==> config.mk <==
export PLATFORM = sky130hd
export DESIGN_NAME = mem_access_unit
export DESIGN_NICKNAME = d
export VERILOG_FILES = /design/src/rtl/mem_access_unit.sv
export SDC_FILE = /design/constraint.sdc
export NUM_CORES = 1
export LEC_CHECK = 0
export ABC_AREA = 1
export CAP_MARGIN = 25
export CORE_ASPECT_RATIO = 0.8
export CORE_MARGIN = 1
export CORE_UTILIZATION = 38
export CTS_BUF_LIST = sky130_fd_sc_hd__clkbuf_8
export CTS_CLUSTER_SIZE = 12
export DETAILED_ROUTE_END_ITERATION = 12
export PLACE_DENSITY = 0.78
export SLEW_MARGIN = 20
export SYNTH_ARGS = -nofsm -noshare
export SYNTH_HDL_FRONTEND = slang
export SYNTH_SLANG_ARGS = --single-unit
==> constraint.sdc <==
create_clock -name clk -period 1.3 [get_ports clk]
set_input_delay 0.26 -clock clk [delete_from_list [all_inputs] [get_ports clk]]
set_output_delay 0.26 -clock clk [all_outputs]
set_load 0.1 [all_outputs]
==> src/rtl/mem_access_unit.sv <==
// mem_access_unit: load/store alignment and sub-word merge between the MEM
// stage and a word-addressed data memory (combinational read, synchronous
// write). Byte/halfword stores run as a two-cycle read-modify-write.
// Optional feature macro: MISALIGN_TRAP_EN (trap misaligned half/word accesses).
module mem_access_unit #(
  parameter int unsigned ADDR_WIDTH = 32
) (
  input  logic                  clk,
  input  logic                  reset,
  input  logic                  req_rd,
  input  logic                  req_wr,
  input  logic [1:0]            req_size,
  input  logic                  req_unsigned,
  input  logic [ADDR_WIDTH-1:0] req_addr,
  input  logic [31:0]           req_wdata,
  output logic                  stall,
  output logic [31:0]           ld_data,
  output logic                  misalign,
  output logic                  mem_rd,
  output logic                  mem_wr,
  output logic [ADDR_WIDTH-1:0] mem_addr,
  output logic [31:0]           mem_wdata,
  input  logic [31:0]           mem_rdata
);

  typedef enum logic {IDLE, WRITE} state_t;

  state_t      state_q, state_d;
  logic [31:0] merge_q, merge_d;
  logic        load_merge;
  logic        is_byte, is_half, is_word;
  logic        misal, trap;
  logic [7:0]  byte_sel;
  logic [15:0] half_sel;

  assign is_byte  = (req_size == 2'b00);
  assign is_half  = (req_size == 2'b01);
  assign is_word  = req_size[1];
  assign mem_addr = {req_addr[ADDR_WIDTH-1:2], 2'b00};

`ifdef MISALIGN_TRAP_EN
  assign misal = (is_half && req_addr[0]) || (is_word && (req_addr[1:0] != 2'b00));
`else
  assign misal = 1'b0;
`endif

  // Only a request decoded in IDLE can trap; WRITE ignores the request inputs.
  assign trap     = misal && (req_rd || req_wr) && (state_q == IDLE);
  assign misalign = trap;

  // Pick the addressed byte and halfword lanes out of the memory word.
  always_comb begin
    byte_sel = mem_rdata[7:0];
    unique case (req_addr[1:0])
      2'd0: byte_sel = mem_rdata[7:0];
      2'd1: byte_sel = mem_rdata[15:8];
      2'd2: byte_sel = mem_rdata[23:16];
      2'd3: byte_sel = mem_rdata[31:24];
    endcase
    half_sel = req_addr[1] ? mem_rdata[31:16] : mem_rdata[15:0];
  end

  // Build the merged word: memory word with the addressed lane replaced.
  always_comb begin
    merge_d = mem_rdata;
    if (is_byte) begin
      unique case (req_addr[1:0])
        2'd0: merge_d[7:0]   = req_wdata[7:0];
        2'd1: merge_d[15:8]  = req_wdata[7:0];
        2'd2: merge_d[23:16] = req_wdata[7:0];
        2'd3: merge_d[31:24] = req_wdata[7:0];
      endcase
    end else if (req_addr[1]) begin
      merge_d[31:16] = req_wdata[15:0];
    end else begin
      merge_d[15:0] = req_wdata[15:0];
    end
  end

  // State register and merge buffer.
  always_ff @(posedge clk or posedge reset) begin
    if (reset) begin
      state_q <= IDLE;
      merge_q <= '0;
    end else begin
      state_q <= state_d;
      if (load_merge) merge_q <= merge_d;
    end
  end

  // Next-state and output decode.
  always_comb begin
    state_d    = state_q;
    stall      = 1'b0;
    mem_rd     = 1'b0;
    mem_wr     = 1'b0;
    mem_wdata  = '0;
    ld_data    = '0;
    load_merge = 1'b0;
    unique case (state_q)
      IDLE: begin
        if (!trap) begin
          if (req_wr) begin
            if (is_word) begin
              mem_wr    = 1'b1;
              mem_wdata = req_wdata;
            end else begin
              mem_rd     = 1'b1;
              stall      = 1'b1;
              load_merge = 1'b1;
              state_d    = WRITE;
            end
          end else if (req_rd) begin
            mem_rd = 1'b1;
            if (is_byte)
              ld_data = req_unsigned ? {24'd0, byte_sel} : {{24{byte_sel[7]}}, byte_sel};
            else if (is_half)
              ld_data = req_unsigned ? {16'd0, half_sel} : {{16{half_sel[15]}}, half_sel};
            else
              ld_data = mem_rdata;
          end
        end
      end
      WRITE: begin
        mem_wr    = 1'b1;
        mem_wdata = merge_q;
        state_d   = IDLE;
      end
    endcase
  end

endmodule

==> impl_metrics.py, run 1 <==
metrics = {
    "critical_path": {
        "reg2reg_from": "state_q",
        "crit_end": "ld_data[21]",
        "path_cells": "nor3_4 -> buf_12 -> nand4_1 -> a21oi_4 -> buf_12",
        "crit_path_max_incr_delay_ns": 0.47,
        "worstPathRequired_ns": 1.04,
        "crit_path_start_kind": "flop",
        "timing.rr.end": "merge_q[15]",
        "setup.worst_path.start": "state_q",
        "ff2ff_setup_slack_ns": -0.74,
        "crit_path_end_kind": "output pin",
        "crit_top_cell": "buf_12",
        "crit_slowest_cell": "dfrtp_2",
        "crit_type": "reg -> out",
        "reg2regPathDepth": 12,
        "critPathMaxFanout": 25,
        "cp.arrival_ns": 1.85,
    },
    "yosys": {
        "netlist_top_cells_area": "dfrtp_1, nand2_1, o21ai_0",
        "synth-seq-cells": 33,
        "synth_cell_type_count": 25,
        "synthesis.instances": 692,
        "synth_top_area_frac": 0.203,
        "synth_area_leader_cell": "dfrtp_1",
        "ys_seq_area_frac": 0.203,
        "yosysWarnings": 0,
        "syn_avg_cell_area_um2": 5.87,
        "synth_area_um2": 4060,
    },
    "hold_path": {
        "min_path_type": "in -> async",
    },
    "cts": {
        "clk_pin_slew_ns": 0.09,
        "cts_tree": "done",
        "clockBufferDepth": 2,
        "cts_inserted_buffers": 5,
        "clkSinkCount": 33,
        "cts-root-buf": "clkbuf_8",
        "ctsHoldBuffers": 0,
        "htreeDepth": 2,
        "clock_latency_ns": 0.32,
    },
    "global_routing": {
        "grt_pass1_vias": 6281,
        "grt_overflow_total": 0,
        "antenna_found_initial": 0,
        "grt_max_degree": 36,
        "grt_usage": 0.438,
        "grt_pass1_wl_um": 36600,
    },
    "floorplanning": {
        "core_um2": 10300,
        "dieArea_um2": 11100,
        "io_pins": 203,
        "rows": 33,
        "die_x_um": 118,
        "initial_core_util": 0.393,
        "die-height_um": 94.4,
    },
    "sta": {
        "min_period_ns": 2.11,
        "fmax_ghz": 0.473,
        "fin_worst_skew_ns": 0.0192,
        "grt_setup_unrepaired": "yes",
        "tns_ns": -64.46,
        "finalSetupViolCount": 100,
        "slew_violations": 0,
        "finalHoldViolations": 0,
        "finalCritPeriodShare": 1.63,
        "setup_ws_ns": -0.814,
    },
    "finish": {
        "final_nets": 1024,
        "nFillCells": 548,
        "multi_input_area_um2": 3460,
        "design_area_um2": 8750,
        "final_core_util": 0.847,
        "syn_to_final_growth_pct": 116,
        "seq_area_um2": 827,
        "layout_common_cells": "nand2_1, buf_4, buf_12",
        "diodes": 0,
        "layout-drive-gt1-share": 0.426,
        "mostFrequentLayoutCell": "nand2_1",
        "stdcell_count": 1061,
    },
    "pwr": {
        "leakagePower_uw": 0.00386,
        "irDropWorstVdd_uv": 783,
        "powerDensity_nw_per_um2": 782,
    },
    "drt": {
        "antenna_left": 0,
        "avgRoutedWirePerCell_um": 24.4,
        "wirelength_um": 25900,
        "avgViaCountPerCell": 6.19,
        "drc": 0,
        "drtIter0Drc": 1117,
        "vias": 6569,
        "detail_route.first_pass.iterations": 7,
    },
    "placed_design": {
        "numPortBuffers": 139,
        "dp.cells": 1019,
        "place_area_um2": 7710,
        "dp_hpwl_um": 15400,
        "gp_congestion": 0.954,
        "post-place-ws_ns": -0.858,
    },
    "run": {
        "drv_cap": 0,
    },
    "outcome": {
        "violations": "setup timing",
        "status": "finished with violations",
    },
}
==> routing by layer <==
metal	up-vias	routed length, um	GRT usage
met1	3055	9310	0.541
li1	2735	-	-
met4	0	1820	0.217
met3	180	3200	0.105
met2	599	11600	0.722
met5	-	0	0
==> worst min-delay path by stage <==
stage,from,to,slack (ns),cells past startpoint
2_1_floorplan,reset,merge_q[0],0.39,1
3_3_place_gp,merge_q[12],merge_q[12],0.47,2
3_5_place_dp,merge_q[12],merge_q[12],0.49,2
4_1_cts,reset,merge_q[16],0.31,3
5_1_grt,reset,merge_q[16],0.34,3
6_report,reset,merge_q[16],0.30,3
==> power by group <==
part / internal (uW) / switching (uW) / total, uW
clock network: 414 / 469 / 883
registers: 1210 / 78.2 / 1280
logic: 1780 / 2900 / 4680
==> critical path, delay by kind of cell, from the launching register on <==
family / cells / cell delay [ns]
buffers and inverters: 2 / 0.39
flip-flops: 1 / 0.47
AND/OR/NAND/NOR: 2 / 0.44
AO/OA/AOI/OAI: 1 / 0.22
==> logic make-up after synthesis <==
group	Yosys count	share of synthesized area
other	1	0.000924
AND/OR/NAND/NOR	333	0.363
buffers and inverters	175	0.213
flip-flops	33	0.203
AO/OA/AOI/OAI	150	0.219
==> flip-flops by register name (all words and copies together) (netlist names) <==
signal / count
state_q: 1
merge_q: 32
==> per-stage QoR <==
step | hold slack, ns | power, uW
2_1_floorplan | 0.389 | 4140
3_3_place_gp | 0.471 | 5190
3_5_place_dp | 0.491 | 5270
4_1_cts | 0.315 | 6510
5_1_grt | 0.336 | 7010
6_report | 0.297 | 6840
==> synthesized netlist by cell type <==
cell	instances
conb_1	1
buf_2	25
o31ai_1	1
dfrtp_1	33
nand2_2	7
inv_2	7
nand2_1	187
nor2_2	3
buf_4	39
nor3_2	1
o21ai_1	2
a21oi_1	33
clkbuf_1	18
o21ai_0	65
buf_6	4
nand3_1	51
or2_2	1
o32ai_1	12
o211ai_1	37
nor2_4	1
nor2_1	39
clkinv_1	1
nand3_4	1
inv_1	81
nand4_1	42
==> repair_timing <==
action | 4_1_cts | 5_1_grt
endpoints found under the setup margin | 99 | 100
resized for setup | 160 | 14
buffers inserted | 19 | 6
pin swaps | 45 | 19
cloned | 12 | 1
==> layout make-up <==
cell class	instances	area share
Clock inverter	1	0.000429
Tap cell	140	0.0200
Multi-Input combinational cell	488	0.395
Clock buffer	6	0.00944
Timing Repair Buffer	304	0.440
Sequential cell	33	0.0946
Inverter	89	0.0402
(Power assumes the default switching activity.)
==> inputs of run 2 (changes only) <==
--- a/config.mk
+++ b/config.mk
@@ -13,6 +13,7 @@
 export CTS_BUF_LIST = sky130_fd_sc_hd__clkbuf_8
 export CTS_CLUSTER_SIZE = 12
 export DETAILED_ROUTE_END_ITERATION = 12
+export MAX_ROUTING_LAYER = met4
 export PLACE_DENSITY = 0.78
 export SLEW_MARGIN = 20
 export SYNTH_ARGS = -nofsm -noshare
==> impl_metrics.py, run 2 (same netlist as run 1, synthesis figures left out) <==
metrics = {
    "hold_path": {
        "min_path_type": "in -> async",
    },
    "pwr": {
        "leakagePower_uw": 0.00393,
        "total_power_uw": 6960,
        "irDropWorstVdd_uv": 737,
        "powerDensity_nw_per_um2": 781,
    },
    "cts": {
        "cts-root-buf": "clkbuf_8",
        "cts_inserted_buffers": 5,
        "htreeDepth": 2,
        "clock_latency_ns": 0.31,
        "clockBufferDepth": 2,
        "ctsHoldBuffers": 0,
        "cts_tree": "done",
        "clkSinkCount": 33,
        "clk_pin_slew_ns": 0.07,
    },
    "drt": {
        "wirelength_um": 26500,
        "avgRoutedWirePerCell_um": 24.9,
        "drtIter0Drc": 755,
        "antenna_left": 0,
        "avgViaCountPerCell": 6.30,
        "detail_route.first_pass.iterations": 7,
        "vias": 6712,
        "drc": 0,
    },
    "finish": {
        "top_register": "merge_q",
        "syn_to_final_growth_pct": 120,
        "layout-drive-gt1-share": 0.432,
        "final_core_util": 0.863,
        "mostFrequentLayoutCell": "nand2_1",
        "final_nets": 1026,
        "largest_reg_flops": 32,
        "top_regs": "merge_q: 32 flops, state_q: 1 flops",
        "layout_common_cells": "nand2_1, buf_4, buf_12",
        "nFillCells": 522,
    },
    "critical_path": {
        "reg2reg_from": "state_q",
        "ff2ff_setup_slack_ns": -0.65,
        "worstPathRequired_ns": 1.04,
        "timing.rr.end": "merge_q[11]",
        "cp.arrival_ns": 1.85,
        "crit_slowest_cell": "clkdlybuf4s50_1",
        "crit_family": "buffers and inverters",
        "crit_path_start_kind": "primary input",
        "cp_num_buf_inv": 3,
        "path_cells": "clkdlybuf4s50_1 -> inv_1 -> nand2_1 -> nand4_1 -> a21oi_4 -> buf_12",
        "crit_type": "in -> out",
        "crit_path_max_incr_delay_ns": 0.68,
        "critPathMaxFanout": 4,
        "crit_path_end_kind": "output pin",
        "reg2regPathDepth": 10,
    },
    "sta": {
        "worst_pin_slew_ns": 0.525,
        "finalSetupViolCount": 100,
        "fin_worst_skew_ns": 0.00411,
        "grt_setup_unrepaired": "yes",
        "fmax_ghz": 0.473,
        "setup_ws_ns": -0.813,
        "finalCritPeriodShare": 1.63,
        "finalHoldViolations": 0,
        "slew_headroom": 0.649,
        "slew_violations": 0,
        "hold_slack_ns": 0.300,
        "min_period_ns": 2.11,
    },
    "placed_design": {
        "dp_hpwl_um": 15500,
        "numPortBuffers": 139,
        "gp_congestion": 1.01,
        "post-place-ws_ns": -0.901,
    },
    "floorplanning": {
        "dieArea_um2": 11100,
        "core_um2": 10300,
        "die_x_um": 118,
        "die-height_um": 94.4,
        "rows": 33,
        "initial_core_util": 0.393,
        "io_pins": 203,
    },
    "global_routing": {
        "grt_pass1_wl_um": 36200,
        "grt_pass1_vias": 6250,
        "grt_max_degree": 36,
        "antenna_found_initial": 1,
        "grt_usage": 0.444,
        "grt_overflow_total": 0,
    },
    "run": {
        "drv_cap": 0,
    },
    "outcome": {
        "status": "finished with violations",
        "violations": "setup timing",
    },
}
[run 2: cell types whose count changed in the layout (fill, tap and decap cells not counted), sizes merged]
cell / previous run / this run
buf: 233 / 234
clkdlybuf4s15: 1 / 4
clkdlybuf4s50: 61 / 59
diode: 0 / 1
inv: 89 / 88
nand2: 196 / 194
clkbuf: 7 / 10
clkinv: 1 / 2
[run 2: layout make-up]
type / count / area [um^2] / area share
Sequential cell: 33 / 827 / 0.0928
Multi-Input combinational cell: 486 / 3460 / 0.388
Antenna cell: 1 / 2.50 / 0.000281
Timing Repair Buffer: 308 / 3990 / 0.448
Inverter: 89 / 352 / 0.0395
Tap cell: 140 / 175 / 0.0197
Clock buffer: 7 / 96.3 / 0.0108
Clock inverter: 1 / 5.00 / 0.000562
[run 2: worst reg2reg max path, cell delays in order (launching register included)]
cell and delay, ns:
dfrtp_2 0.45, inv_2 0.13, nand2_4 0.10, buf_16 0.17, nor2_4 0.19, buf_12 0.15
buf_8 0.12, buf_12 0.15, o21ai_1 0.07, nor2_1 0.19, nor2_1 0.09
[run 2: worst max-delay path by stage]
| stage | from | to | slack [ns] | depth (start not counted) |
|---|---|---|---|---|
| after floorplan | state_q | mem_wdata[12] | -0.65 | 4 |
| after global placement | req_size[1] | ld_data[5] | -0.88 | 9 |
| after detailed placement | req_size[1] | ld_data[7] | -0.90 | 9 |
| after CTS | state_q | ld_data[31] | -0.66 | 5 |
| after global routing | state_q | ld_data[21] | -0.82 | 6 |
| final | mem_rdata[27] | ld_data[27] | -0.81 | 6 |
[run 2: per-stage QoR]
step | setup TNS (ns) | cells | area (um^2)
3_5_place_dp | -74.00 | 1023 | 7740
6_report | -60.02 | 1065 | 8910
2_1_floorplan | -34.70 | 694 | 4930
4_1_cts | -50.62 | 1058 | 8780
5_1_grt | -63.75 | 1065 | 8910
3_3_place_gp | -70.08 | 1023 | 7740
[run 2: repair_timing]
item | CTS | global route
setup endpoints to repair | 100 | 100
gates cloned | 13 | 3
pin swaps | 37 | 4
gates resized for setup | 164 | 10
setup buffers | 14 | 3
[run 2: where the power goes]
group	switching (uW)	internal, uW	leakage [uW]
sequential	72.4	1210	0.000395
clock	431	479	0.0000542
combinational	2950	1830	0.00348
total	3450	3510	0.00393
[run 2: metal layers]
layer,vias up,wire length (um),global-route usage,share of wire
met4,0,2230,0.226,0.084
li1,2734,-,-,-
met2,655,11600,0.705,0.44
met5,-,0,-,0
met1,3102,9210,0.515,0.35
met3,221,3490,0.129,0.13
==> inputs of run 3 (changes only) <==
--- a/config.mk
+++ b/config.mk
@@ -7,14 +7,16 @@
 export LEC_CHECK = 0
 export ABC_AREA = 1
 export CAP_MARGIN = 25
+export CELL_PAD_IN_SITES_DETAIL_PLACEMENT = 1
+export CELL_PAD_IN_SITES_GLOBAL_PLACEMENT = 2
 export CORE_ASPECT_RATIO = 0.8
 export CORE_MARGIN = 1
-export CORE_UTILIZATION = 38
+export CORE_UTILIZATION = 18
 export CTS_BUF_LIST = sky130_fd_sc_hd__clkbuf_8
 export CTS_CLUSTER_SIZE = 12
 export DETAILED_ROUTE_END_ITERATION = 12
 export MAX_ROUTING_LAYER = met4
-export PLACE_DENSITY = 0.78
+export PLACE_DENSITY = 0.77
 export SLEW_MARGIN = 20
 export SYNTH_ARGS = -nofsm -noshare
 export SYNTH_HDL_FRONTEND = slang
==> impl_metrics.py, run 3 (same netlist as run 1, synthesis figures left out) <==
metrics = {
    "finish": {
        "mostFrequentLayoutCell": "nand2_1",
        "largest_reg_flops": 32,
        "top_register": "merge_q",
        "nFillCells": 2557,
        "stdcell_count": 1243,
        "top_regs": "merge_q: 32 flops, state_q: 1 flops",
        "layout-drive-gt1-share": 0.422,
        "layout_common_cells": "nand2_1, buf_4, buf_12",
        "multi_input_area_um2": 3500,
        "diodes": 0,
        "final_nets": 1046,
        "syn_to_final_growth_pct": 127,
        "seq_area_um2": 826,
    },
    "critical_path": {
        "crit_path_max_incr_delay_ns": 0.43,
        "timing.rr.end": "merge_q[14]",
        "cp_num_buf_inv": 4,
        "ff2ff_setup_slack_ns": -0.49,
        "path_cells": "buf_6 -> clkinv_8 -> nand2_8 -> buf_12 -> o32ai_4 -> buf_12",
        "crit_family": "buffers and inverters",
        "reg2regPathDepth": 11,
        "crit_type": "reg -> out",
        "crit_path_start_kind": "flop",
        "critPathMaxFanout": 8,
        "crit_path_end_kind": "output pin",
        "crit_top_cell": "buf_12",
        "reg2reg_from": "state_q",
        "crit_slowest_cell": "dfrtp_1",
        "cp.arrival_ns": 1.77,
        "cp_num_cells": 6,
        "worstPathRequired_ns": 1.04,
    },
    "sta": {
        "min_period_ns": 2.03,
        "hold_slack_ns": 0.307,
        "slew_violations": 0,
        "fin_worst_skew_ns": 0.00620,
        "setup_ws_ns": -0.732,
        "finalHoldViolations": 0,
        "tns_ns": -55.15,
        "grt_setup_unrepaired": "yes",
        "finalSetupViolCount": 100,
        "finalCritPeriodShare": 1.56,
        "fmax_ghz": 0.492,
    },
    "global_routing": {
        "grt_max_degree": 40,
        "antenna_found_initial": 0,
        "grt_overflow_total": 0,
        "grt_pass1_vias": 5838,
        "grt_pass1_wl_um": 34800,
        "grt_usage": 0.207,
    },
    "run": {
        "drv_cap": 0,
    },
    "outcome": {
        "status": "finished with violations",
        "violations": "setup timing",
    },
    "hold_path": {
        "min_path_type": "in -> async",
    },
    "floorplanning": {
        "core_um2": 21900,
        "io_pins": 203,
        "die_x_um": 170,
        "initial_core_util": 0.186,
        "die-height_um": 136,
        "rows": 48,
        "dieArea_um2": 23200,
    },
    "pwr": {
        "irDropWorstVdd_uv": 422,
        "leakagePower_uw": 0.00399,
        "powerDensity_nw_per_um2": 728,
    },
    "drt": {
        "drc": 0,
        "antenna_left": 0,
        "avgViaCountPerCell": 4.74,
        "drtIter0Drc": 270,
        "avgRoutedWirePerCell_um": 19.8,
        "wirelength_um": 24600,
        "vias": 5886,
        "detail_route.first_pass.iterations": 5,
    },
    "cts": {
        "cts_inserted_buffers": 5,
        "clkSinkCount": 33,
        "clock_latency_ns": 0.29,
        "cts-root-buf": "clkbuf_8",
        "clockBufferDepth": 2,
        "cts_tree": "done",
        "clk_pin_slew_ns": 0.07,
        "ctsHoldBuffers": 0,
        "htreeDepth": 2,
    },
    "placed_design": {
        "dp_hpwl_um": 18000,
        "gp_congestion": 0.879,
        "numPortBuffers": 139,
        "dp.cells": 1191,
    },
}
[run 3: cell count changes in the layout (fill, tap and decap cells not counted), sizes merged]
cell | previous run | this run
buf | 234 | 250
bufbuf | 0 | 1
clkbuf | 10 | 14
clkdlybuf4s15 | 4 | 1
clkdlybuf4s50 | 59 | 61
clkinvlp | 0 | 1
diode | 1 | 0
dlymetal6s2s | 1 | 0
inv | 88 | 87
[run 3: where the power goes]
part	switching, uW	internal [uW]	total (uW)	leakage (uW)
clock	404	413	816	0.0000485
combinational	2810	1840	4640	0.00355
sequential	55.8	1200	1260	0.000396
total	3270	3460	6720	0.00399
[run 3: worst max-delay path by stage]
stage	from	to	slack, ns
2_1_floorplan	state_q	mem_wdata[12]	-0.65
3_3_place_gp	req_size[1]	ld_data[30]	-0.91
3_5_place_dp	req_size[1]	ld_data[24]	-0.96
4_1_cts	state_q	ld_data[31]	-0.74
5_1_grt	state_q	mem_wdata[2]	-0.76
6_report	state_q	mem_wdata[2]	-0.73
[run 3: what timing repair did]
action | 4_1_cts | 5_1_grt
pin swaps | 22 | 32
gates cloned | 7 | 10
setup endpoints to repair | 100 | 100
gates resized for setup | 79 | 86
setup buffers | 16 | 16
[run 3: area by class of cell]
cell class,count,share of cell area
Clock inverter,1,0.000407
Multi-Input combinational cell,486,0.379
Sequential cell,33,0.0895
Tap cell,300,0.0407
Clock buffer,6,0.00895
Inverter,89,0.0390
Timing Repair Buffer,328,0.443
[run 3: metrics by stage]
stage,setup WS (ns),util,power [uW],area [um^2]
floorplan,-0.649,-,4140,4930
global placement,-0.907,0.365,5310,7990
detailed placement,-0.962,0.365,5370,7990
CTS,-0.739,0.393,6410,8600
global route,-0.760,0.422,7030,9230
finish,-0.732,0.422,6720,9230
[run 3: metal layers]
layer,vias to the layer above,track usage,share of wire
li1,2771,-,-
met1,2920,0.278,0.46
met2,171,0.337,0.48
met3,24,0.0236,0.040
met4,0,0.0370,0.015
met5,-,-,0
[run 3: worst register-to-register path: stages (launching register included)]
cell	delay, ns
dfrtp_1	0.43
buf_6	0.15
clkinv_8	0.10
nand2_8	0.08
buf_4	0.16
nor2_4	0.12
buf_6	0.12
buf_12	0.13
buf_12	0.14
o21ai_1	0.07
nor2_1	0.13
nor2_1	0.06
